==> config.mk <==
export PLATFORM = sky130hd
export DESIGN_NAME = bus_transfer_arbiter
export DESIGN_NICKNAME = d
export VERILOG_FILES = /design/src/rtl/bus_transfer_arbiter.sv
export SDC_FILE = /design/constraint.sdc
export NUM_CORES = 1
export LEC_CHECK = 0
export CAP_MARGIN = 20
export CORE_UTILIZATION = 47
export CTS_CLUSTER_DIAMETER = 80
export CTS_CLUSTER_SIZE = 20
export DETAILED_ROUTE_END_ITERATION = 10
export PLACE_DENSITY = 0.79
export SLEW_MARGIN = 20
export SYNTH_ARGS = -nofsm -noshare
export SYNTH_HDL_FRONTEND = slang
export SYNTH_SLANG_ARGS = --single-unit
==> constraint.sdc <==
create_clock -name clk -period 4.05 [get_ports clk]
set_clock_uncertainty 0.15 [all_clocks]
set_input_delay 0.405 -clock clk [delete_from_list [all_inputs] [get_ports clk]]
set_output_delay 0.405 -clock clk [all_outputs]
set_load 0.01 [all_outputs]
==> src/rtl/bus_transfer_arbiter.sv <==
// bus_transfer_arbiter: shares a 16-bit tristate DATA bus between NREQ requesters.
// Each granted request is one register-to-register move.
// Sequence per move is DRIVE (source drives the bus) -> LATCH (destination loads) -> TURN.
// TURN keeps every strobe low and pulses done.
// Every output is registered; the output flops load the decode of the next state.
// Optional build macro: BUS_ARB_FIXED_PRIO_EN selects fixed priority (lowest index wins)
// instead of round-robin, and removes the round-robin pointer.

module bus_transfer_arbiter #(
    parameter int unsigned NREG  = 8,
    parameter int unsigned NREQ  = 4,
    parameter int unsigned SEL_W = 3
) (
    input  logic                    clk,
    input  logic                    reset,
    input  logic [NREQ-1:0]         req,
    input  logic [NREQ*SEL_W-1:0]   req_src,
    input  logic [NREQ*SEL_W-1:0]   req_dst,
    input  logic [NREQ-1:0]         req_offs,
    output logic [NREQ-1:0]         done,
    output logic                    err,
    output logic                    busy,
    output logic [NREG-1:0]         reg_out,
    output logic [NREG-1:0]         reg_in,
    output logic [NREG-1:0]         reg_offset_in
);

    localparam int unsigned IDX_W = (NREQ > 1) ? $clog2(NREQ) : 1;

    typedef enum logic [1:0] {StIdle, StDrive, StLatch, StTurn} state_e;

    state_e             state_q, state_d;
    logic [SEL_W-1:0]   src_q, src_d;
    logic [SEL_W-1:0]   dst_q, dst_d;
    logic               offs_q, offs_d;
    logic               inv_q, inv_d;
    logic [IDX_W-1:0]   win_q, win_d;
`ifndef BUS_ARB_FIXED_PRIO_EN
    logic [IDX_W-1:0]   rr_ptr_q, rr_ptr_d;
`endif

    logic [NREQ-1:0]    done_q, done_d;
    logic               err_q, err_d;
    logic               busy_q, busy_d;
    logic [NREG-1:0]    reg_out_q, reg_out_d;
    logic [NREG-1:0]    reg_in_q, reg_in_d;
    logic [NREG-1:0]    reg_offset_in_q, reg_offset_in_d;

    logic [NREQ-1:0]    req_masked;
    logic               found;
    logic [IDX_W-1:0]   win_idx;
    logic [SEL_W-1:0]   sel_src, sel_dst;
    logic               sel_valid;

    // Arbitration: mask the requester whose done is pulsing, then pick the winner.
    always_comb begin
        req_masked = req;
        for (int unsigned i = 0; i < NREQ; i++) begin
            if (state_q == StTurn && IDX_W'(i) == win_q) begin
                req_masked[i] = 1'b0;
            end
        end
        found   = 1'b0;
        win_idx = '0;
`ifdef BUS_ARB_FIXED_PRIO_EN
        for (int unsigned k = 0; k < NREQ; k++) begin
            if (!found && req_masked[k]) begin
                found   = 1'b1;
                win_idx = IDX_W'(k);
            end
        end
`else
        for (int unsigned k = 1; k <= NREQ; k++) begin
            int unsigned cand;
            cand = (32'(rr_ptr_q) + k) % NREQ;
            if (!found && req_masked[cand[IDX_W-1:0]]) begin
                found   = 1'b1;
                win_idx = cand[IDX_W-1:0];
            end
        end
`endif
        sel_src   = req_src[win_idx*SEL_W +: SEL_W];
        sel_dst   = req_dst[win_idx*SEL_W +: SEL_W];
        sel_valid = (32'(sel_src) < NREG) && (32'(sel_dst) < NREG) && (sel_src != sel_dst);
    end

    // Next-state, request capture, and decode of the registered outputs from the next state.
    always_comb begin
        state_d = state_q;
        src_d   = src_q;
        dst_d   = dst_q;
        offs_d  = offs_q;
        inv_d   = inv_q;
        win_d   = win_q;
`ifndef BUS_ARB_FIXED_PRIO_EN
        rr_ptr_d = rr_ptr_q;
`endif
        unique case (state_q)
            StIdle, StTurn: begin
                if (found) begin
                    src_d   = sel_src;
                    dst_d   = sel_dst;
                    offs_d  = req_offs[win_idx];
                    inv_d   = !sel_valid;
                    win_d   = win_idx;
`ifndef BUS_ARB_FIXED_PRIO_EN
                    rr_ptr_d = win_idx;
`endif
                    // Rejected requests skip the strobes and go straight to done/err.
                    state_d = sel_valid ? StDrive : StTurn;
                end else begin
                    state_d = StIdle;
                end
            end
            StDrive: state_d = StLatch;
            StLatch: state_d = StTurn;
            default: state_d = StIdle;
        endcase

        reg_out_d       = '0;
        reg_in_d        = '0;
        reg_offset_in_d = '0;
        done_d          = '0;
        err_d           = 1'b0;
        busy_d          = (state_d != StIdle);
        if (state_d == StDrive || state_d == StLatch) begin
            reg_out_d = NREG'(1) << src_d;
        end
        if (state_d == StLatch) begin
            if (offs_d) begin
                reg_offset_in_d = NREG'(1) << dst_d;
            end else begin
                reg_in_d = NREG'(1) << dst_d;
            end
        end
        if (state_d == StTurn) begin
            done_d = NREQ'(1) << win_d;
            err_d  = inv_d;
        end
    end

    // State, captured request and output registers; synchronous active-high reset.
    always_ff @(posedge clk) begin
        if (reset) begin
            state_q         <= StIdle;
            src_q           <= '0;
            dst_q           <= '0;
            offs_q          <= 1'b0;
            inv_q           <= 1'b0;
            win_q           <= '0;
`ifndef BUS_ARB_FIXED_PRIO_EN
            rr_ptr_q        <= IDX_W'(NREQ - 1);
`endif
            done_q          <= '0;
            err_q           <= 1'b0;
            busy_q          <= 1'b0;
            reg_out_q       <= '0;
            reg_in_q        <= '0;
            reg_offset_in_q <= '0;
        end else begin
            state_q         <= state_d;
            src_q           <= src_d;
            dst_q           <= dst_d;
            offs_q          <= offs_d;
            inv_q           <= inv_d;
            win_q           <= win_d;
`ifndef BUS_ARB_FIXED_PRIO_EN
            rr_ptr_q        <= rr_ptr_d;
`endif
            done_q          <= done_d;
            err_q           <= err_d;
            busy_q          <= busy_d;
            reg_out_q       <= reg_out_d;
            reg_in_q        <= reg_in_d;
            reg_offset_in_q <= reg_offset_in_d;
        end
    end

    assign done          = done_q;
    assign err           = err_q;
    assign busy          = busy_q;
    assign reg_out       = reg_out_q;
    assign reg_in        = reg_in_q;
    assign reg_offset_in = reg_offset_in_q;

endmodule

==> results of run 1 <==
[per-layer routing]
| metal | global-route usage [%] | wire length (um) | part of all wire [%] | up-vias |
|---|---|---|---|---|
| met1 | 29.3 | 2440 | 49 | 836 |
| met2 | 32.8 | 2250 | 45 | 46 |
| met4 | 8.44 | 79 | 1.6 | 0 |
| li1 | - | - | - | 906 |
| met3 | 5.77 | 245 | 4.9 | 7 |
| met5 | 0 | 0 | 0 | - |
[power by group through the flow]
stage / combinational (W) / sequential, W / clock, W
final: 0.00111 / 0.000602 / 0.000348
after global routing: 0.00121 / 0.000613 / 0.000376
after CTS: 0.00110 / 0.000601 / 0.000357
after detailed placement: 0.00109 / 0.000609 / 0
after global placement: 0.00108 / 0.000607 / 0
after floorplan: 0.000788 / 0.000619 / 0
[flip-flops by register name (all words and copies together), names as in the netlist, 2 cells and up]
name and cells:
reg_in 8, reg_offset_in 8, reg_out 8, done 4
dst_q 3, src_q 3, rr_ptr_q 2, state_q 2
win_q 2
[per-stage QoR]
stage               hold slack (ps)  power (W)
finish                          427    0.00206
detailed placement              415    0.00170
floorplan                       372    0.00141
global placement                403    0.00169
global route                    464    0.00219
CTS                             434    0.00206
[worst register-to-register path: cells and delay by family (launching register included)]
kind,cells,cell delay [ps]
mux,1,310
fa+ha+maj,2,500
compound gates,4,1050
flops,1,370
simple gates,5,940
[cell families after synthesis]
logic type	share of synthesized area, %
buf+inv	4.57
flops	40.2
xor+xnor	4.79
mux	9.76
fa+ha+maj	2.85
compound gates	15.8
simple gates	22.1
[layout make-up]
type / instances / area [um^2]
inverters: 8 / 30.0
clock inverters: 2 / 38.8
clock buffers: 6 / 82.6
multi-input cells: 153 / 1210
flip-flops and latches: 44 / 881
fillers: 349 / 1450
well taps: 52 / 65.1
repair buffers: 67 / 661
[synthesized netlist by cell type, types with 4 or more instances]
| cell type | count | area (um^2) |
|---|---|---|
| sky130_fd_sc_hd__nor4_1 | 4 | 25.0 |
| sky130_fd_sc_hd__o21ai_0 | 4 | 20.0 |
| sky130_fd_sc_hd__nor2_1 | 26 | 97.6 |
| sky130_fd_sc_hd__a211o_1 | 5 | 43.8 |
| sky130_fd_sc_hd__nor4b_2 | 5 | 75.1 |
| sky130_fd_sc_hd__nor2b_1 | 4 | 25.0 |
| sky130_fd_sc_hd__nor3_1 | 8 | 40.0 |
| sky130_fd_sc_hd__inv_1 | 8 | 30.0 |
| sky130_fd_sc_hd__xnor2_1 | 12 | 105 |
| sky130_fd_sc_hd__mux2i_1 | 18 | 180 |
| sky130_fd_sc_hd__nor4_2 | 4 | 50.1 |
| sky130_fd_sc_hd__dfxtp_1 | 44 | 881 |
| sky130_fd_sc_hd__nand2_1 | 6 | 22.5 |
| sky130_fd_sc_hd__ha_1 | 5 | 62.6 |
| sky130_fd_sc_hd__nand3_1 | 4 | 20.0 |
[final timing paths]
path              startpoint         end  cells after the start
setup / recovery      req[0]  reg_out[6]                     12
hold / removal         inv_q       inv_q                      3
hold reg to reg        inv_q       inv_q                      3
setup reg to reg  state_q[0]  reg_out[6]                     12
[layout by cell type, fill, tap and decap left out, types with 3 or more instances in the layout]
master                            netlist  routed
sky130_fd_sc_hd__buf_4                  2       4
sky130_fd_sc_hd__nor4_1                 4       4
sky130_fd_sc_hd__nand2_1                6       6
sky130_fd_sc_hd__a211o_1                5       5
sky130_fd_sc_hd__clkbuf_8               0       6
sky130_fd_sc_hd__o21a_1                 3       3
sky130_fd_sc_hd__inv_1                  8       8
sky130_fd_sc_hd__mux2i_1               18      18
sky130_fd_sc_hd__mux2_1                 3       3
sky130_fd_sc_hd__xnor2_1               12      12
sky130_fd_sc_hd__o21ai_0                4       3
sky130_fd_sc_hd__nor4_2                 4       4
sky130_fd_sc_hd__nand3_1                4       4
sky130_fd_sc_hd__a211oi_1               3       3
sky130_fd_sc_hd__ha_1                   5       5
sky130_fd_sc_hd__nor3_1                 8       8
sky130_fd_sc_hd__nor2_1                26      26
sky130_fd_sc_hd__nor4b_2                5       5
sky130_fd_sc_hd__nand3b_1               3       3
sky130_fd_sc_hd__clkdlybuf4s50_1        0      63
sky130_fd_sc_hd__dfxtp_1               44      44
sky130_fd_sc_hd__nor2b_1                4       4
==> impl_results.html, run 1 <==
<table>
<tr><th>Metric</th><th>Value</th></tr>
<tr><th colspan="2">Status</th></tr>
<tr><td>Run status</td><td>finished clean</td></tr>
<tr><th colspan="2">Pwr</th></tr>
<tr><td>Ratio of total power to cell area</td><td>693 nW/um^2</td></tr>
<tr><td>Net switching component of the power</td><td>0.000851 W</td></tr>
<tr><td>Flop pwr share</td><td>between 20% and 30%</td></tr>
<tr><td>Switching power as a share of total power</td><td>between 40% and 50%</td></tr>
<tr><td>Portion of total power attributed to combinational logic</td><td>between 50% and 60%</td></tr>
<tr><td>Pleak</td><td>between 1 and 1.5 nW</td></tr>
<tr><td>Internal</td><td>between 0.001 and 0.0015 W</td></tr>
<tr><td>Max VDD drop</td><td>0.000454 V</td></tr>
<tr><td>Clock network fraction of design power</td><td>between 15 and 20%</td></tr>
<tr><th colspan="2">Flow run</th></tr>
<tr><td>Max Cap Viol</td><td>0</td></tr>
<tr><th colspan="2">Layout</th></tr>
<tr><td>Layout cells sized above 1</td><td>a little under an eighth</td></tr>
<tr><td>Post-route design area</td><td>2970 um^2</td></tr>
<tr><td>Inserted Diodes</td><td>0</td></tr>
<tr><td># nets final</td><td>around 320</td></tr>
<tr><td>Layout Cells excl Fill</td><td>332</td></tr>
<tr><td>Share of the core filled with cells in the final layout</td><td>just under 70%</td></tr>
<tr><td>Synthesis-to-finish area growth</td><td>35.4%</td></tr>
<tr><th colspan="2">Route</th></tr>
<tr><td>Number of vias per cell</td><td>around 5.4</td></tr>
<tr><td>Number of violations reported at the end of detailed-routing iteration 0</td><td>78</td></tr>
<tr><td>Detailed Routing Iterations Pass 1</td><td>4</td></tr>
<tr><td>Final routed wirelength across all metal layers</td><td>about 5.0 mm</td></tr>
<tr><td>Via count of the routed design</td><td>approximately 1800</td></tr>
<tr><td>Final routed wire length divided by cell count</td><td>15.1 um</td></tr>
<tr><td>Antenna-violating nets left</td><td>0</td></tr>
<tr><td>DR DRC count</td><td>0</td></tr>
<tr><th colspan="2">Yosys</th></tr>
<tr><td>Post-Syn Instances</td><td>approximately 220</td></tr>
<tr><td>Synthesized cell area</td><td>roughly 2200 um^2</td></tr>
<tr><td>Flip-flop and latch count after synthesis</td><td>44</td></tr>
<tr><td>Synth Net Count</td><td>254</td></tr>
<tr><td>Number of synthesized flops with an enable pin</td><td>0</td></tr>
<tr><td>Yosys warning total</td><td>0</td></tr>
<tr><td>Sequential area share after synthesis</td><td>roughly two fifths</td></tr>
<tr><td>Post-Synthesis Mean Instance Area</td><td>10.2 um^2</td></tr>
<tr><td>Asr flop ratio synth</td><td>0%</td></tr>
<tr><td>Most instantiated flip-flop cell in the synthesis netlist</td><td>sky130_fd_sc_hd__dfxtp_1</td></tr>
<tr><td>Unique cell type count in the Yosys netlist</td><td>52</td></tr>
<tr><th colspan="2">Placement</th></tr>
<tr><td>Number of buffers inserted by port buffering</td><td>between 60 and 70</td></tr>
<tr><td>Inst Count DP</td><td>about 320</td></tr>
<tr><td>Area after detailed placement</td><td>2850 um^2</td></tr>
<tr><td>Final GP Congestion</td><td>about 0.84</td></tr>
<tr><td>Pre-CTS setup slack</td><td>328 ps</td></tr>
<tr><td>HPWL after detailed placement</td><td>about 3.8 mm</td></tr>
<tr><th colspan="2">Die</th></tr>
<tr><td>Initial Utilization</td><td>49.7%</td></tr>
<tr><td>Overall die area</td><td>between 4000 and 5000 um^2</td></tr>
<tr><td>Die height</td><td>around 70 um</td></tr>
<tr><td>Number of top-level pins</td><td>64</td></tr>
<tr><td>Standard-cell row count</td><td>24</td></tr>
<tr><td>Horizontal die dimension</td><td>~70 um</td></tr>
<tr><td>Area inside the core boundary</td><td>4410 um^2</td></tr>
<tr><th colspan="2">STA</th></tr>
<tr><td>Transition at the pin with the smallest max-transition slack</td><td>roughly 700 ps</td></tr>
<tr><td>Max-slew violation count</td><td>0</td></tr>
<tr><td>Final setup violating endpoints</td><td>0</td></tr>
<tr><td>Max transition margin</td><td>between 50% and 60%</td></tr>
<tr><td>Hold Vio Cnt, Final</td><td>0</td></tr>
<tr><td>Sum of negative setup slack</td><td>0 ps</td></tr>
<tr><td>F_max</td><td>around 0.29 GHz</td></tr>
<tr><td>Unrepaired setup endpoints after global routing</td><td>no</td></tr>
<tr><td>Tmin final</td><td>3470 ps</td></tr>
<tr><td>Period Utilization, post-route</td><td>between 80% and 90%</td></tr>
<tr><td>Min setup slack post-route</td><td>between 500 and 600 ps</td></tr>
<tr><th colspan="2">CTS</th></tr>
<tr><td>CTS H-tree depth</td><td>2</td></tr>
<tr><td>Clock transition at the registers of the reported paths</td><td>roughly 70 ps</td></tr>
<tr><td>CTS tree</td><td>yes</td></tr>
<tr><td>Post-CTS Setup Repair Bufs</td><td>0</td></tr>
<tr><td>Library cell used as clock root buffer</td><td>sky130_fd_sc_hd__clkbuf_8</td></tr>
<tr><td>Hold-fix buffers at CTS</td><td>0</td></tr>
<tr><td>Latest clock arrival within the worst-skew pair</td><td>around 300 ps</td></tr>
<tr><td>Max Root-Sink Buffers</td><td>2</td></tr>
<tr><td>Post-cts gate resize count</td><td>0</td></tr>
<tr><td>Inserted Clock Buffers</td><td>5</td></tr>
<tr><td>Number of sinks driven by the clock tree</td><td>44</td></tr>
<tr><th colspan="2">Critical path</th></tr>
<tr><td>Worst setup SP type</td><td>primary input</td></tr>
<tr><td>Category of cells accounting for the largest share of critical-path delay</td><td>simple AND/OR/NAND/NOR gates</td></tr>
<tr><td>Slowest Stage Delay on Critical Path</td><td>around 560 ps</td></tr>
<tr><td>Cell-by-cell listing of the critical path</td><td>clkdlybuf4s50_1 &gt; mux2i_1 &gt; a31oi_1 &gt; and2b_1 &gt; nor2_2 &gt; mux2i_1 &gt; o21a_1 &gt; ha_1 &gt; nor2b_1 &gt; and3_1 &gt; a31oi_1 &gt; nor3_1</td></tr>
<tr><td>Worst setup EP type</td><td>flip-flop</td></tr>
<tr><td>Worst R2R Setup Slack</td><td>roughly 600 ps</td></tr>
<tr><td>CP max-delay cell</td><td>sky130_fd_sc_hd__clkdlybuf4s50_1</td></tr>
<tr><td>Crit Path Class</td><td>in -&gt; reg</td></tr>
<tr><td>Max Fanout on Critical Path</td><td>5</td></tr>
<tr><td>Critical Path RT</td><td>roughly 4000 ps</td></tr>
<tr><td>Buffering stage count on the worst path with inverters included</td><td>1</td></tr>
<tr><td>Data arrival time of the critical path</td><td>roughly 3500 ps</td></tr>
<tr><th colspan="2">GRT</th></tr>
<tr><td>Total congestion overflow after global routing</td><td>0</td></tr>
<tr><td>Number of antenna violations at the first check in global routing</td><td>0</td></tr>
<tr><td>Vias in the first global route</td><td>1777</td></tr>
<tr><td>Wire length of the first global-routing pass</td><td>around 8.4 mm</td></tr>
<tr><td>Maximum number of pins on one net before global-route repair</td><td>22</td></tr>
<tr><td>Total routing resource utilization after global routing</td><td>a little over a fifth</td></tr>
<tr><th colspan="2">Min path</th></tr>
<tr><td>Worst hold-check path type</td><td>reg -&gt; reg</td></tr>
</table>
Power figures use the tool's default switching activity.
==> run 2: changes to the inputs <==
--- a/config.mk
+++ b/config.mk
@@ -6,11 +6,13 @@
 export NUM_CORES = 1
 export LEC_CHECK = 0
 export CAP_MARGIN = 20
+export CORE_MARGIN = 5
 export CORE_UTILIZATION = 47
 export CTS_CLUSTER_DIAMETER = 80
 export CTS_CLUSTER_SIZE = 20
 export DETAILED_ROUTE_END_ITERATION = 10
 export PLACE_DENSITY = 0.79
+export RECOVER_POWER = 25
 export SLEW_MARGIN = 20
 export SYNTH_ARGS = -nofsm -noshare
 export SYNTH_HDL_FRONTEND = slang
==> run 2 against run 1 <==
Sequential power about the same; critical endpoint is now reg_out[4]; setup slack improved by 32 ps; largest cell class unchanged; sequential share of layout area increased by 0.29 points.
==> impl_results.html, run 2 (synthesis results as in run 1) <==
<table>
<tr><th>Metric</th><th>Value</th></tr>
<tr><th colspan="2">Status</th></tr>
<tr><td>Run status</td><td>finished clean</td></tr>
<tr><th colspan="2">STA</th></tr>
<tr><td>Max transition margin</td><td>between 50 and 60%</td></tr>
<tr><td>Fin Hold WS</td><td>between 400 and 500 ps</td></tr>
<tr><td>Min setup slack post-route</td><td>between 600 and 700 ps</td></tr>
<tr><td>F_max</td><td>0.290 GHz</td></tr>
<tr><td>Unrepaired setup endpoints after global routing</td><td>no</td></tr>
<tr><td>Final setup violating endpoints</td><td>0</td></tr>
<tr><td>Period Utilization, post-route</td><td>85.0%</td></tr>
<tr><td>Sum of negative setup slack</td><td>0 ps</td></tr>
<tr><td>Tmin final</td><td>approximately 3400 ps</td></tr>
<tr><td>Transition at the pin with the smallest max-transition slack</td><td>just over 700 ps</td></tr>
<tr><td>Max-slew violation count</td><td>0</td></tr>
<tr><td>Hold Vio Cnt, Final</td><td>0</td></tr>
<tr><th colspan="2">Critical path</th></tr>
<tr><td>Cell-by-cell listing of the critical path</td><td>ha_1 &gt; nor2b_1 &gt; a21boi_1 &gt; o32a_1 &gt; nor2_2 &gt; mux2i_1 &gt; o21a_1 &gt; ha_1 &gt; nor2b_1 &gt; and3_1 &gt; a31oi_1 &gt; nor3_1</td></tr>
<tr><td>End of the worst register-to-register path</td><td>reg_out[4]</td></tr>
<tr><td>CP max-delay cell</td><td>sky130_fd_sc_hd__o32a_1</td></tr>
<tr><td>Worst R2R Setup Slack</td><td>between 600 and 700 ps</td></tr>
<tr><td>Max Fanout on Critical Path</td><td>5</td></tr>
<tr><td>Crit Path Class</td><td>reg -&gt; reg</td></tr>
<tr><td>Buffering stage count on the worst path with inverters included</td><td>0</td></tr>
<tr><td>Worst setup EP type</td><td>flip-flop</td></tr>
<tr><td>Number of cells on the worst reg-to-reg path</td><td>12</td></tr>
<tr><td>Worst setup SP type</td><td>flip-flop</td></tr>
<tr><td>Critical Path RT</td><td>4080 ps</td></tr>
<tr><td>Data arrival time of the critical path</td><td>between 3000 and 4000 ps</td></tr>
<tr><td>Slowest Stage Delay on Critical Path</td><td>approximately 400 ps</td></tr>
<tr><td>Critical R2R Launch</td><td>state_q[0]</td></tr>
<tr><td>Category of cells accounting for the largest share of critical-path delay</td><td>compound AO/OA/AOI/OAI gates</td></tr>
<tr><th colspan="2">Pwr</th></tr>
<tr><td>Pleak</td><td>1.14 nW</td></tr>
<tr><td>Max VDD drop</td><td>between 0.0003 and 0.0004 V</td></tr>
<tr><td>Ratio of total power to cell area</td><td>673 nW/um^2</td></tr>
<tr><th colspan="2">CTS</th></tr>
<tr><td>Max Root-Sink Buffers</td><td>2</td></tr>
<tr><td>CTS tree</td><td>yes</td></tr>
<tr><td>Inserted Clock Buffers</td><td>5</td></tr>
<tr><td>Hold-fix buffers at CTS</td><td>0</td></tr>
<tr><td>Clock transition at the registers of the reported paths</td><td>around 80 ps</td></tr>
<tr><td>Number of sinks driven by the clock tree</td><td>44</td></tr>
<tr><td>Latest clock arrival within the worst-skew pair</td><td>~300 ps</td></tr>
<tr><td>Library cell used as clock root buffer</td><td>sky130_fd_sc_hd__clkbuf_8</td></tr>
<tr><td>CTS H-tree depth</td><td>2</td></tr>
<tr><td>Post-cts gate resize count</td><td>0</td></tr>
<tr><td>Post-CTS Setup Repair Bufs</td><td>0</td></tr>
<tr><th colspan="2">Route</th></tr>
<tr><td>Antenna-violating nets left</td><td>0</td></tr>
<tr><td>Detailed Routing Iterations Pass 1</td><td>4</td></tr>
<tr><td>Number of vias per cell</td><td>between 5 and 6</td></tr>
<tr><td>Final routed wirelength across all metal layers</td><td>about 5.2 mm</td></tr>
<tr><td>Number of violations reported at the end of detailed-routing iteration 0</td><td>between 100 and 150</td></tr>
<tr><td>Final routed wire length divided by cell count</td><td>between 15 and 20 um</td></tr>
<tr><td>DR DRC count</td><td>0</td></tr>
<tr><td>Via count of the routed design</td><td>1814</td></tr>
<tr><th colspan="2">Die</th></tr>
<tr><td>Number of top-level pins</td><td>between 60 and 70</td></tr>
<tr><td>Standard-cell row count</td><td>24</td></tr>
<tr><td>Overall die area</td><td>a little over 6000 um^2</td></tr>
<tr><td>Horizontal die dimension</td><td>just under 80 um</td></tr>
<tr><td>Die height</td><td>about 80 um</td></tr>
<tr><td>Initial Utilization</td><td>49.3%</td></tr>
<tr><td>Area inside the core boundary</td><td>4440 um^2</td></tr>
<tr><th colspan="2">Layout</th></tr>
<tr><td>Most used cells in the layout excluding fill and tap cells</td><td>sky130_fd_sc_hd__clkdlybuf4s50_1, sky130_fd_sc_hd__dfxtp_1, sky130_fd_sc_hd__nor2_1</td></tr>
<tr><td># nets final</td><td>about 320</td></tr>
<tr><td>Layout cells sized above 1</td><td>between 10% and 20%</td></tr>
<tr><td>Synthesis-to-finish area growth</td><td>34.1%</td></tr>
<tr><td>Share of the core filled with cells in the final layout</td><td>between 60% and 70%</td></tr>
<tr><td>Commonest non-fill, non-tap cell in the layout</td><td>sky130_fd_sc_hd__clkdlybuf4s50_1</td></tr>
<tr><td>Inserted Diodes</td><td>0</td></tr>
<tr><td>Sequential cell area</td><td>~880 um^2</td></tr>
<tr><td>Area of the multi-input gates</td><td>1210 um^2</td></tr>
<tr><td>Number of filler instances in the final layout</td><td>349</td></tr>
<tr><th colspan="2">GRT</th></tr>
<tr><td>Maximum number of pins on one net before global-route repair</td><td>22</td></tr>
<tr><td>Vias in the first global route</td><td>1827</td></tr>
<tr><td>Wire length of the first global-routing pass</td><td>8.80 mm</td></tr>
<tr><td>Number of antenna violations at the first check in global routing</td><td>0</td></tr>
<tr><td>Total routing resource utilization after global routing</td><td>18.0%</td></tr>
<tr><td>Total congestion overflow after global routing</td><td>0</td></tr>
<tr><th colspan="2">Min path</th></tr>
<tr><td>Instance count along the most critical hold path</td><td>3</td></tr>
<tr><td>Hold path startpoint</td><td>inv_q</td></tr>
<tr><td>End of the worst hold path</td><td>inv_q</td></tr>
<tr><td>Worst hold-check path type</td><td>reg -&gt; reg</td></tr>
<tr><th colspan="2">Placement</th></tr>
<tr><td>Pre-CTS setup slack</td><td>330 ps</td></tr>
<tr><td>Final GP Congestion</td><td>between 0.8 and 0.9</td></tr>
<tr><td>Number of buffers inserted by port buffering</td><td>63</td></tr>
<tr><td>HPWL after detailed placement</td><td>approximately 4.1 mm</td></tr>
<tr><th colspan="2">Flow run</th></tr>
<tr><td>Max Cap Viol</td><td>0</td></tr>
</table>
-- run 2: cell types whose count changed in the layout (fill, tap and decap cells not counted), sizes merged --
cell / delta
clkdlybuf4s50: -18
dlygate4sd3: +18
clkinvlp: +2
bufinv: -1
clkbuf: -1
-- run 2: metrics by stage --
| step | power [W] | cell area, um^2 | cells |
|---|---|---|---|
| 6_report | 0.00198 | 2940 | 332 |
| 5_1_grt | 0.00211 | 2940 | 332 |
| 4_1_cts | 0.00200 | 2940 | 332 |
| 3_5_place_dp | 0.00171 | 2850 | 324 |
| 3_3_place_gp | 0.00169 | 2850 | 324 |
| 2_1_floorplan | 0.00141 | 2190 | 215 |
-- run 2: final cells by class --
cell class / count / share of cell area [%]
inverter: 8 / 1.02
sequential: 44 / 30.0
timing repair buffer: 67 / 22.5
clock inverter: 3 / 0.809
multi-input combinational: 153 / 41.2
clock buffer: 5 / 2.34
tap: 52 / 2.21
-- run 2: worst max-delay path by stage --
stage,start,cells after the start,slack [ps],to
6_report,state_q[0],12,610,reg_out[4]
5_1_grt,state_q[1],12,310,reg_out[6]
4_1_cts,state_q[0],12,620,reg_out[4]
3_5_place_dp,req[2],12,330,reg_out[7]
3_3_place_gp,req[2],12,450,reg_out[5]
2_1_floorplan,state_q[0],14,910,reg_out[5]
-- run 2: routing by layer --
metal	GRT usage, %	part of all wire [%]	vias to the layer above	wire [um]
met5	0	0	-	0
met4	6.47	1.6	0	81
met3	4.92	6.2	8	324
met2	27.1	43	58	2230
met1	24.8	50	841	2590
li1	-	-	907	-
-- run 2: tightest hold or removal path, delay by kind of cell, from the launching register on --
kind,cells,cell delay [ps]
AOI/OAI and AO/OA,1,130
and+or+nand+nor,2,90
DFF,1,310
-- run 2: report_power, final --
| group | internal, W | total [W] | switching [W] |
|---|---|---|---|
| registers | 0.000536 | 0.000602 | 0.0000660 |
| logic | 0.000460 | 0.00110 | 0.000639 |
| clock network | 0.000122 | 0.000276 | 0.000154 |
| total | 0.00112 | 0.00198 | 0.000860 |
